`config.mk`:
```
export PLATFORM = sky130hd
export DESIGN_NAME = if_stage
export DESIGN_NICKNAME = d
export VERILOG_FILES = /design/src/rtl/if_stage.sv
export SDC_FILE = /design/constraint.sdc
export NUM_CORES = 1
export LEC_CHECK = 0
export CORE_MARGIN = 2
export CORE_UTILIZATION = 49
export DETAILED_ROUTE_END_ITERATION = 8
export PLACE_DENSITY = 0.81
export REMOVE_ABC_BUFFERS = 1
export SYNTH_ARGS = -nofsm -noshare
export SYNTH_HDL_FRONTEND = slang
export SYNTH_SLANG_ARGS = --single-unit
```
`constraint.sdc`:
```
create_clock -name clk -period 2.4 [get_ports clk]
set_input_delay 0.48 -clock clk [delete_from_list [all_inputs] [get_ports clk]]
set_output_delay 0.48 -clock clk [all_outputs]
set_load 0.005 [all_outputs]
```
`src/rtl/if_stage.sv`:
```
// Instruction fetch stage: owns the PC, issues one-outstanding fetches to
// instruction memory and drives the IF/ID pipeline register toward decode.
module if_stage #(
  parameter logic [31:0] RESET_PC = 32'hBFC0_0000,
  parameter logic [31:0] NOP_WORD = 32'h0000_0000
) (
  input  logic        clk,
  input  logic        rst_n,
  output logic        imem_req,
  output logic [31:0] imem_addr,
  input  logic        imem_gnt,
  input  logic        imem_rvalid,
  input  logic [31:0] imem_rdata,
  input  logic        id_stall,
  input  logic        redirect_en,
  input  logic [31:0] redirect_pc,
  output logic [31:0] inst_out,
  output logic [31:0] pc4_out,
  output logic        valid_out
);

  // state | meaning
  // FETCH | request driven at pc, waiting for grant
  // WAIT  | request granted, waiting for read data
  // HOLD  | fetched word parked because decode is stalled with a valid word
  // DROP  | redirect hit an in-flight read; swallow its data, pc is the target
  localparam logic [1:0] ST_FETCH = 2'd0;
  localparam logic [1:0] ST_WAIT  = 2'd1;
  localparam logic [1:0] ST_HOLD  = 2'd2;
  localparam logic [1:0] ST_DROP  = 2'd3;

  logic [1:0]  state, state_nxt;
  logic [31:0] pc, pc_nxt;
  logic [31:0] hold_word, hold_nxt;
  logic [31:0] pc_plus4;
  logic [31:0] redirect_target;
  logic        load;
  logic [31:0] load_word;
  logic [31:0] inst_nxt, pc4_nxt;
  logic        valid_nxt;
  logic        unused_redirect_bits;

  assign pc_plus4        = pc + 32'd4;
  assign redirect_target = {redirect_pc[31:2], 2'b00};
  assign unused_redirect_bits = ^redirect_pc[1:0];

  // Gated by rst_n so the request drops the instant reset asserts.
  assign imem_req  = (state == ST_FETCH) && rst_n;
  assign imem_addr = {pc[31:2], 2'b00};

  always_comb begin
    state_nxt = state;
    pc_nxt    = pc;
    hold_nxt  = hold_word;
    load      = 1'b0;
    load_word = imem_rdata;
    if (redirect_en) begin
      pc_nxt   = redirect_target;
      hold_nxt = NOP_WORD;
      case (state)
        ST_FETCH: state_nxt = imem_gnt    ? ST_DROP  : ST_FETCH;
        ST_WAIT:  state_nxt = imem_rvalid ? ST_FETCH : ST_DROP;
        ST_HOLD:  state_nxt = ST_FETCH;
        ST_DROP:  state_nxt = imem_rvalid ? ST_FETCH : ST_DROP;
        default:  state_nxt = ST_FETCH;
      endcase
    end else begin
      case (state)
        ST_FETCH: begin
          if (imem_gnt) state_nxt = ST_WAIT;
        end
        ST_WAIT: begin
          if (imem_rvalid) begin
            if (!id_stall || !valid_out) begin
              load      = 1'b1;
              load_word = imem_rdata;
              pc_nxt    = pc_plus4;
              state_nxt = ST_FETCH;
            end else begin
              hold_nxt  = imem_rdata;
              state_nxt = ST_HOLD;
            end
          end
        end
        ST_HOLD: begin
          if (!id_stall) begin
            load      = 1'b1;
            load_word = hold_word;
            pc_nxt    = pc_plus4;
            state_nxt = ST_FETCH;
          end
        end
        ST_DROP: begin
          if (imem_rvalid) state_nxt = ST_FETCH;
        end
        default: state_nxt = ST_FETCH;
      endcase
    end
  end

  // IF/ID register: flush beats load, load beats bubble, stall holds.
  always_comb begin
    inst_nxt  = inst_out;
    pc4_nxt   = pc4_out;
    valid_nxt = valid_out;
    if (redirect_en) begin
      inst_nxt  = NOP_WORD;
      valid_nxt = 1'b0;
    end else if (load) begin
      inst_nxt  = load_word;
      pc4_nxt   = pc_plus4;
      valid_nxt = 1'b1;
    end else if (!id_stall) begin
      inst_nxt  = NOP_WORD;
      valid_nxt = 1'b0;
    end
  end

  always_ff @(posedge clk or negedge rst_n) begin
    if (!rst_n) begin
      state     <= ST_FETCH;
      pc        <= RESET_PC;
      hold_word <= NOP_WORD;
      inst_out  <= NOP_WORD;
      pc4_out   <= 32'h0000_0000;
      valid_out <= 1'b0;
    end else begin
      state     <= state_nxt;
      pc        <= pc_nxt;
      hold_word <= hold_nxt;
      inst_out  <= inst_nxt;
      pc4_out   <= pc4_nxt;
      valid_out <= valid_nxt;
    end
  end

endmodule

```
==> results of run 1 <==
==> power by group through the flow <==
stage | combinational, W | sequential, W | clock (W)
2_1_floorplan | 0.000784 | 0.00282 | 0
3_3_place_gp | 0.00197 | 0.00283 | 0
3_5_place_dp | 0.00202 | 0.00285 | 0
4_1_cts | 0.00204 | 0.00283 | 0.00252
5_1_grt | 0.00221 | 0.00288 | 0.00262
6_report | 0.00203 | 0.00283 | 0.00249
==> worst max-delay path, stage by stage (launching register included) <==
cell and delay (ps):
dfrtp_1 430, inv_1 130, ha_1 180, and2_1 120
clkdlybuf4s50_1 500
==> through the flow <==
step	area (um2)	utilization
5_1_grt	8648	0.6853
4_1_cts	8648	0.6853
6_report	8648	0.6853
2_1_floorplan	6073	-
3_5_place_dp	8071	0.6396
3_3_place_gp	8071	0.6396
==> registers in the layout (all words and copies together) (netlist names) <==
| name | cells |
|---|---|
| hold_word | 32 |
| inst_out | 32 |
| pc4_out | 30 |
| pc | 30 |
| state | 2 |
| valid_out | 1 |
==> worst max-delay path by stage <==
stage,startpoint,depth (start not counted),slack (ps),to
2_1_floorplan,state[0],7,-1770,pc4_out[10]
3_3_place_gp,id_stall,8,70,pc[17]
3_5_place_dp,id_stall,8,-20,pc[22]
4_1_cts,state[0],4,130,imem_req
5_1_grt,state[0],8,30,pc[29]
6_report,state[0],4,140,imem_req
==> cells by family (layout without fill, tap and decap cells) <==
group,count (synthesis),in the layout
fa+ha+maj,6,6
mux,33,33
compound gates,134,134
flops,127,127
xor+xnor,57,57
other cells,1,4
simple gates,269,269
buf+inv,55,213
==> placed cells by master, fill, tap and decap left out, types with 7 or more instances in the layout <==
cell and count:
a21oi_1 34, buf_4 14, clkbuf_16 17, clkdlybuf4s50_1 159, dfrtp_1 118, dfstp_2 9, mux2i_1 33, nand2_1 178
nand3_1 19, nand4_1 16, nor2_1 9, nor3_1 7, o21ai_0 89, xnor2_1 24, xor2_1 33
==> metal layers <==
metal,vias up,routed length [um],track usage,part of all wire
met3,23,1391,0.08043,0.083
met1,2674,7076,0.3233,0.42
met2,237,8036,0.3991,0.48
met5,-,0,0,0
met4,0,231,0.07756,0.014
li1,2600,-,-,-
==> area by class of cell <==
| class | instances | area, um2 | share of cell area |
|---|---|---|---|
| multi-input combinational | 503 | 2890 | 0.3342 |
| clock inverter | 10 | 112.6 | 0.01302 |
| tap | 172 | 215.2 | 0.02488 |
| timing repair buffer | 177 | 1762 | 0.2037 |
| sequential | 127 | 3189 | 0.3688 |
| inverter | 4 | 15.01 | 0.001736 |
| clock buffer | 22 | 464.2 | 0.05367 |
==> out/qor.yml, run 1 <==
crit_type: "flip-flop to output pin"
netlist_top_cells_count: "nand2_1, dfrtp_1, o21ai_0"
synth.distinct_cells: 48
final_max_slew_viol_count: 0
place.gp.congestion: 0.8272
dp_slack_ps: -22.77
synth_ff_type: "dfrtp_1"
synth_fa_ha_area_frac: 0.01189
switching_share: 0.2900
die_area_um2: 13810
fin_cells: 1015
combPwrFrac: 0.276
drv_cap: 0
row_count: 41
portBuffers: 161
p_clk_frac: 0.339
dp_cells: 983
overflow: 0
synthMuxAreaShare: 0.05230
die_w_um: 117.5
clk_path_buf_depth: 2
cts_max_level: 4
synth_most_common_cell: "nand2_1"
clockRootBuffer: "clkbuf_16"
dp_hpwl_um: 11280
syn_area_per_cell_um2: 9.261
critPathMaxFanout: 4
setup.worst_path.start_class: "flip-flop"
r2r-end: "pc[29]"
setup_viol: 0
crit_path_end_kind: "output pin"
cts_resized: 0
grt_max_degree: 128
cts_num_sinks: 127
tightest_slew_ps: 720.1
syn2layout_area_growth_pct: 36.93
start_util: 0.5005
r2r_slack_ps: 160
clk_latency_ps: 420
dr_total_vias: 5534
final.fill_count: 985
regToRegStartpoint: "state[0]"
antenna_found_initial: 0
drtAntennaViolNets: 0
grt_pass1_vias: 5414
finalPower_w: 0.007343
ff2ff_path_depth: 8
vdd_drop_max_mv: 0.5002
wl_um: 16740
cellInternalPower_w: 0.005213
setup_slack_ps: 137.7
io_pins: 168
clock_skew_ps: 11.05
max_freq_ghz: 0.4420
synth-simple-area-share: 0.1993
power_switching_w: 0.002130
synth_compound_area_frac: 0.1094
drt_first_iter_violations: 423
synth-xor-area-share: 0.07904
slew_headroom: 0.5200
whs_ps: 130.4
critPathArrivalTime_ps: 1780
min_path_type: "input pin to asynchronous set/reset pin"
antenna_cells: 0
required_ps: 1920
synth_top_area_cell: "dfrtp_1"
post-route-period-util: 0.9426
cts_setup_buffers: 0
grt_pass1_wl_um: 27760
ys_warn_count: 0
cts_tree: "built"
die_y_um: 117.5
p_seq_frac: 0.385
synth_area_um2: 6316
cts.clk_slew.worst_paths_ps: 60
ys_seq_area_frac: 0.5050
netlist_top_cells_area: "dfrtp_1, nand2_1, o21ai_0"
async_reset_ff_frac: 1.000
nets: 906
drive_above_1_share: 0.08660
period_minus_slack_ps: 2262
drc_errors: 0
drtPass1Iterations: 5
numCtsBuffers: 17
core_area_um2: 12620
synth_top_family_by_area: "simple AND/OR/NAND/NOR gates"
synth_edf_count: 0
grt.total_usage: 0.2490
postCtsHoldBufs: 0
synth_top_area_share: 0.4675
status: "finished, final reports clean"
finalHoldViolCount: 0
vias_per_cell: 5.452
rsz0062_at_grt: "no"
p_leak_nw: 3.445
p_per_area_nw_per_um2: 849.1
setup-tns-final_ps: 0
synth_cells: 682
wl_per_cell_um: 16.49
ys_ff_latch: 127
No activity file was read; power rests on OpenSTA's default activity.
==> inputs of run 2 (changes only) <==
SETUP_SLACK_MARGIN = 0.15   (was unset)
==> out/qor.yml, run 2 (synthesized netlist as in run 1, its figures left out) <==
status: "finished, final reports clean"
die_area_um2: 13810
cts_max_level: 4
nets: 907
crit_buf_inv: 2
final_common_cell: "nand2_1"
dp_hpwl_um: 11280
setup_viol: 0
grt_pass1_vias: 5419
setup-tns-final_ps: 0
p_leak_nw: 3.450
drive_above_1_share: 0.08886
final_max_slew_viol_count: 0
reg_top3: "hold_word x32, inst_out x32"
clock_skew_ps: 12.79
layout_common_cells: "nand2_1, clkdlybuf4s50_1, dfrtp_1"
setup_slack_ps: 172.5
multi_input_area_um2: 2897
syn2layout_area_growth_pct: 37.14
drtPass1Iterations: 5
slew_headroom: 0.5286
p_per_area_nw_per_um2: 849.3
antenna_found_initial: 0
dr_total_vias: 5482
ff2ff_path_depth: 9
clk_latency_ps: 420
io_pins: 168
period_minus_slack_ps: 2228
drc_errors: 0
cp_top_family: "buffers and inverters"
clockRootBuffer: "clkbuf_16"
drtAntennaViolNets: 0
tightest_slew_ps: 707.1
overflow: 0
vdd_drop_max_mv: 0.5024
critPathMaxFanout: 4
met1Wirelength_um: 7201
numCtsBuffers: 17
critPathArrivalTime_ps: 1750
final-seq-area_um2: 3189
cts.clk_slew.worst_paths_ps: 60
crit_path_max_incr_delay_ps: 500
core_area_um2: 12620
die_w_um: 117.5
setup.worst_path.start_class: "flip-flop"
min_path_type: "input pin to asynchronous set/reset pin"
wl_met3_um: 1349
r2r_slack_ps: 220
fin_cells: 1016
crit_chain: "inv_1, ha_1, and2_1, clkdlybuf4s50_1"
antenna_cells: 0
wl_met2_um: 8046
rsz0062_at_grt: "yes"
finalHoldViolCount: 0
clk_path_buf_depth: 2
row_count: 41
drv_cap: 0
r2r-end: "pc[12]"
crit_type: "flip-flop to output pin"
post-route-period-util: 0.9281
slowest_stage: "clkdlybuf4s50_1"
highest_layer: "met4"
place.gp.congestion: 0.8272
final.fill_count: 985
dp_cells: 983
fin_util: 0.6864
max_freq_ghz: 0.4489
regToRegStartpoint: "state[0]"
required_ps: 1920
cts_num_sinks: 127
portBuffers: 161
grt.total_usage: 0.2493
vias_per_cell: 5.396
start_util: 0.5005
grt_max_degree: 128
dp_slack_ps: -22.77
cts_tree: "built"
wl_per_cell_um: 16.54
grt_pass1_wl_um: 27790
crit_path_end_kind: "output pin"
wl_um: 16800
die_y_um: 117.5
drt_first_iter_violations: 514
postCtsHoldBufs: 0
[run 2: per-layer routing]
metal  up-vias  global-route usage
li1       2599                   -
met5         -                   0
met3        21             0.08043
met1      2642              0.3236
met2       220              0.3999
met4         0             0.07756
[run 2: area by class of cell]
cell class	instances	area share
sequential	127	0.3682
multi-input combinational	503	0.3344
timing repair buffer	178	0.2042
clock buffer	22	0.05359
tap	172	0.02484
clock inverter	10	0.01300
inverter	4	0.001733
[run 2: what timing repair did]
action                                  CTS  global route
endpoints found under the setup margin    2             7
buffers inserted                          1             0
pin swaps                                 0             0
resized for setup                         0             4
[run 2: power breakdown]
part / internal, W / switching [W] / total [W] / leakage (nW)
Combinational: 0.00113 / 0.000920 / 0.00205 / 1.52
Clock: 0.00157 / 0.000914 / 0.00249 / 0.268
Sequential: 0.00252 / 0.000299 / 0.00282 / 1.66
[run 2: how the worst max path moves through the flow]
stage	startpoint	end	slack, ps	cells after the start
finish	state[1]	imem_req	170	4
global route	state[0]	pc[25]	110	9
CTS	state[1]	imem_req	160	4
detailed placement	id_stall	pc[22]	-20	8
global placement	id_stall	pc[17]	70	8
floorplan	state[0]	pc4_out[10]	-1770	7
[run 2: stage by stage]
step | cell area [um2] | hold slack [ps] | total power [W]
after floorplan | 6073 | 184.4 | 0.003609
after detailed placement | 8071 | 469.1 | 0.004879
after global routing | 8662 | 245.2 | 0.007730
after global placement | 8071 | 459.6 | 0.004798
after CTS | 8656 | 216.5 | 0.007400
final | 8662 | 147.1 | 0.007356
==> patch, RTL diff (flow settings as in run 1) <==
Reset style: synchronous (`rst_n`), changed in one clocked block.
--- a/src/rtl/if_stage.sv
+++ b/src/rtl/if_stage.sv
@@ -118,3 +118,3 @@
 
-  always_ff @(posedge clk or negedge rst_n) begin
+  always_ff @(posedge clk) begin
     if (!rst_n) begin
Function: differs if rst_n is asserted again (counterexample within 4 cycles, from zero or initial values and one cycle with rst_n low); with rst_n held inactive, the same outputs for 4 cycles.
==> patch against run 1 <==
  * Sequential cell count stayed put
  * Area after synthesis fell by 6.1%
  * Wire length increased by 5.2%
  * Sequential share of layout area down 7.0 points
  * Core utilization rose by 2.8 points
  * Setup slack worse by 0.066 ns
  * Hold slack gained 0.32 ns
  * Critical path type is now input pin to primary output
  * Highest routed layer unchanged
  * Design area shrank 1.7%
Power is not compared: it rests on default switching activity, and its combinational part moved more than twofold at a synthesized area within 25%.
==> patch: results (changes against run 1) <==
Status
  – Run status: finished, final reports clean

Power
  – Net Sw Frac: between 20% and 30%
  – IR Drop Worst-Case VDD: roughly 0.42 mV
  – Leakage component of the power: 2.93 nW

Critical path
  – Delay contributed by the slowest stage of the critical path: 0.60 ns (+0.10 ns)
  – Cell type with the highest occurrence count on the critical path: sky130_fd_sc_hd__clkdlybuf4s50_1
  – Critical path fanouts, max: 2 (-2)
  – Slowest CP cell: sky130_fd_sc_hd__clkdlybuf4s50_1

Synthesis
  – Post-synth cell types: 50 (+4.2%)
  – Instance count of the mapped netlist: 734 (+7.6%)
  – Share of synthesized area occupied by flip-flops and latches: 42.9% (-7.6 points)
  – Most numerous cell types in the synthesized netlist: sky130_fd_sc_hd__nand2_1, sky130_fd_sc_hd__dfxtp_1, sky130_fd_sc_hd__a21oi_1
  – Leading register cell type out of synthesis: sky130_fd_sc_hd__dfxtp_1
  – Yosys warning total: 0 (unchanged)
  – Cells taking the most area after synthesis: sky130_fd_sc_hd__dfxtp_1, sky130_fd_sc_hd__a21oi_1, sky130_fd_sc_hd__nand2_1, sky130_fd_sc_hd__mux2_2, sky130_fd_sc_hd__xnor2_1
  – Fraction of synthesis flops using an asynchronous set or reset pin: 0% (-100 points)

Detailed routing
  – Vias per inst: 5.69 (+4.3%)
  – Total detailed-routing wirelength: 17.6 mm (+5.2%)
  – Number of vias after detailed routing: 6040 (+9.1%)
  – Initial detailed-routing violation count: 475 (+12%)
  – Drt first pass iters: 6 (+1)

Clock tree
  – Clk Tree Root Cell: sky130_fd_sc_hd__clkbuf_16
  – Inserted Clock Buffers: 17 (unchanged)
  – Clk pin slew, worst setup/hold paths: 0.05 ns
  – Clock latency at the later pin of the worst-skew pair: 0.42 ns (about the same)
  – Number of buffers inserted to repair setup after CTS: 0 (unchanged)
  – CTS H-Tree Depth: 4 (unchanged)
  – Resized Gates After CTS: 0 (unchanged)
  – Deepest clock path buffer count: 2 (unchanged)

Cells and area
  – Antenna cells: 0 (unchanged)
  – Number of filler instances in the final layout: 901 (-8.5%)
  – Final net count: 979 (+8.1%)
  – Largest regs: hold_word (32), inst_out (32)
  – Layout cell share with drive strength beyond 1: 12.7% (+4.0 points)

Min path
  – Type of the worst min-delay path: register to register

STA
  – Actual transition at the worst max-transition pin: 0.644 ns (-0.0763 ns)
  – Max Clock Skew: 0.00824 ns (-0.00281 ns)

Die
  – Total die area: 13000 µm² (-5.9%)

GRT
  – Total track usage: 26.9% (+2.0 points)
  – Global-route wire length before repair: 27.9 mm (+0.60%)
  – Pin count of the biggest net entering global routing: 66 (-48%)
  – Antenna violations before repair: 0 (unchanged)
  – Number of global-route vias before repair: 5763 (+6.4%)

Place
  – Placed Cells incl. Taps: 1031 (+4.9%)
  – HPWL Detailed: 12.1 mm (+7.0%)
  – DP Area: 7920 µm² (-1.9%)
  – Placer's final routability congestion estimate: 0.866 (+4.7%)
  – Count of port buffers added during placement: 161 (unchanged)

Run
  – Number of maximum-capacitance violations: 0 (unchanged)
[patch: power groups by stage]
| stage | logic (mW) | clock network (mW) | registers, mW |
|---|---|---|---|
| floorplan | 0.255 | 0 | 2.28 |
| global placement | 0.664 | 0 | 2.26 |
| detailed placement | 0.680 | 0 | 2.27 |
| CTS | 0.689 | 2.59 | 2.22 |
| global route | 0.744 | 2.69 | 2.23 |
| finish | 0.693 | 2.56 | 2.22 |
[patch: per-layer routing]
metal | part of all wire (%) | wire length (µm) | track usage [%] | vias to the layer above
met5 | 0 | 0 | 0 | -
met4 | 2.4 | 430 | 11.7 | 0
met3 | 9.8 | 1720 | 8.82 | 44
met2 | 48 | 8430 | 44.3 | 291
met1 | 40 | 7030 | 32.2 | 2817
li1 | - | - | - | 2888
[patch: cells by family after synthesis]
kind of cell	share of synthesized area, %
buffers and inverters	4.73
muxes	6.42
and+or+nand+nor	20.7
xor gates and xnor gates	7.09
other	0.0633
adders and majority gates	1.27
DFF	42.9
AOI/OAI and AO/OA	16.8
[patch: area by class of cell]
class                      instances  area, µm²  share of cell area, %
sequential                       127       2540                   29.9
tap                              147        184                   2.16
timing repair buffer             207       2020                   23.8
clock inverter                     7        110                   1.30
inverter                          10       37.5                  0.442
clock buffer                      24        472                   5.55
multi-input combinational        540       3140                   36.9
[patch: through the flow]
step / setup TNS (ns) / setup WS, ns / power, mW / util, %
2_1_floorplan: -36.71 / -0.597 / 2.54 / -
3_3_place_gp: 0 / 0.0750 / 2.93 / 66.5
3_5_place_dp: 0 / 0.0111 / 2.95 / 66.5
4_1_cts: 0 / 0.0750 / 5.50 / 71.4
5_1_grt: 0 / 0.0192 / 5.67 / 71.4
6_report: 0 / 0.0715 / 5.47 / 71.4
[patch: worst max-delay path: cells and delay by family]
kind | cells | cell delay, ns
buf+inv | 3 | 1.25
simple gates | 1 | 0.11
[patch: worst paths after layout]
path	start	endpoint	slack (ns)	depth (start not counted)
max reg2reg	pc[3]	pc[31]	0.14	5
min	hold_word[14]	hold_word[14]	0.45	2
max	rst_n	imem_req	0.07	4
min reg2reg	hold_word[14]	hold_word[14]	0.45	2
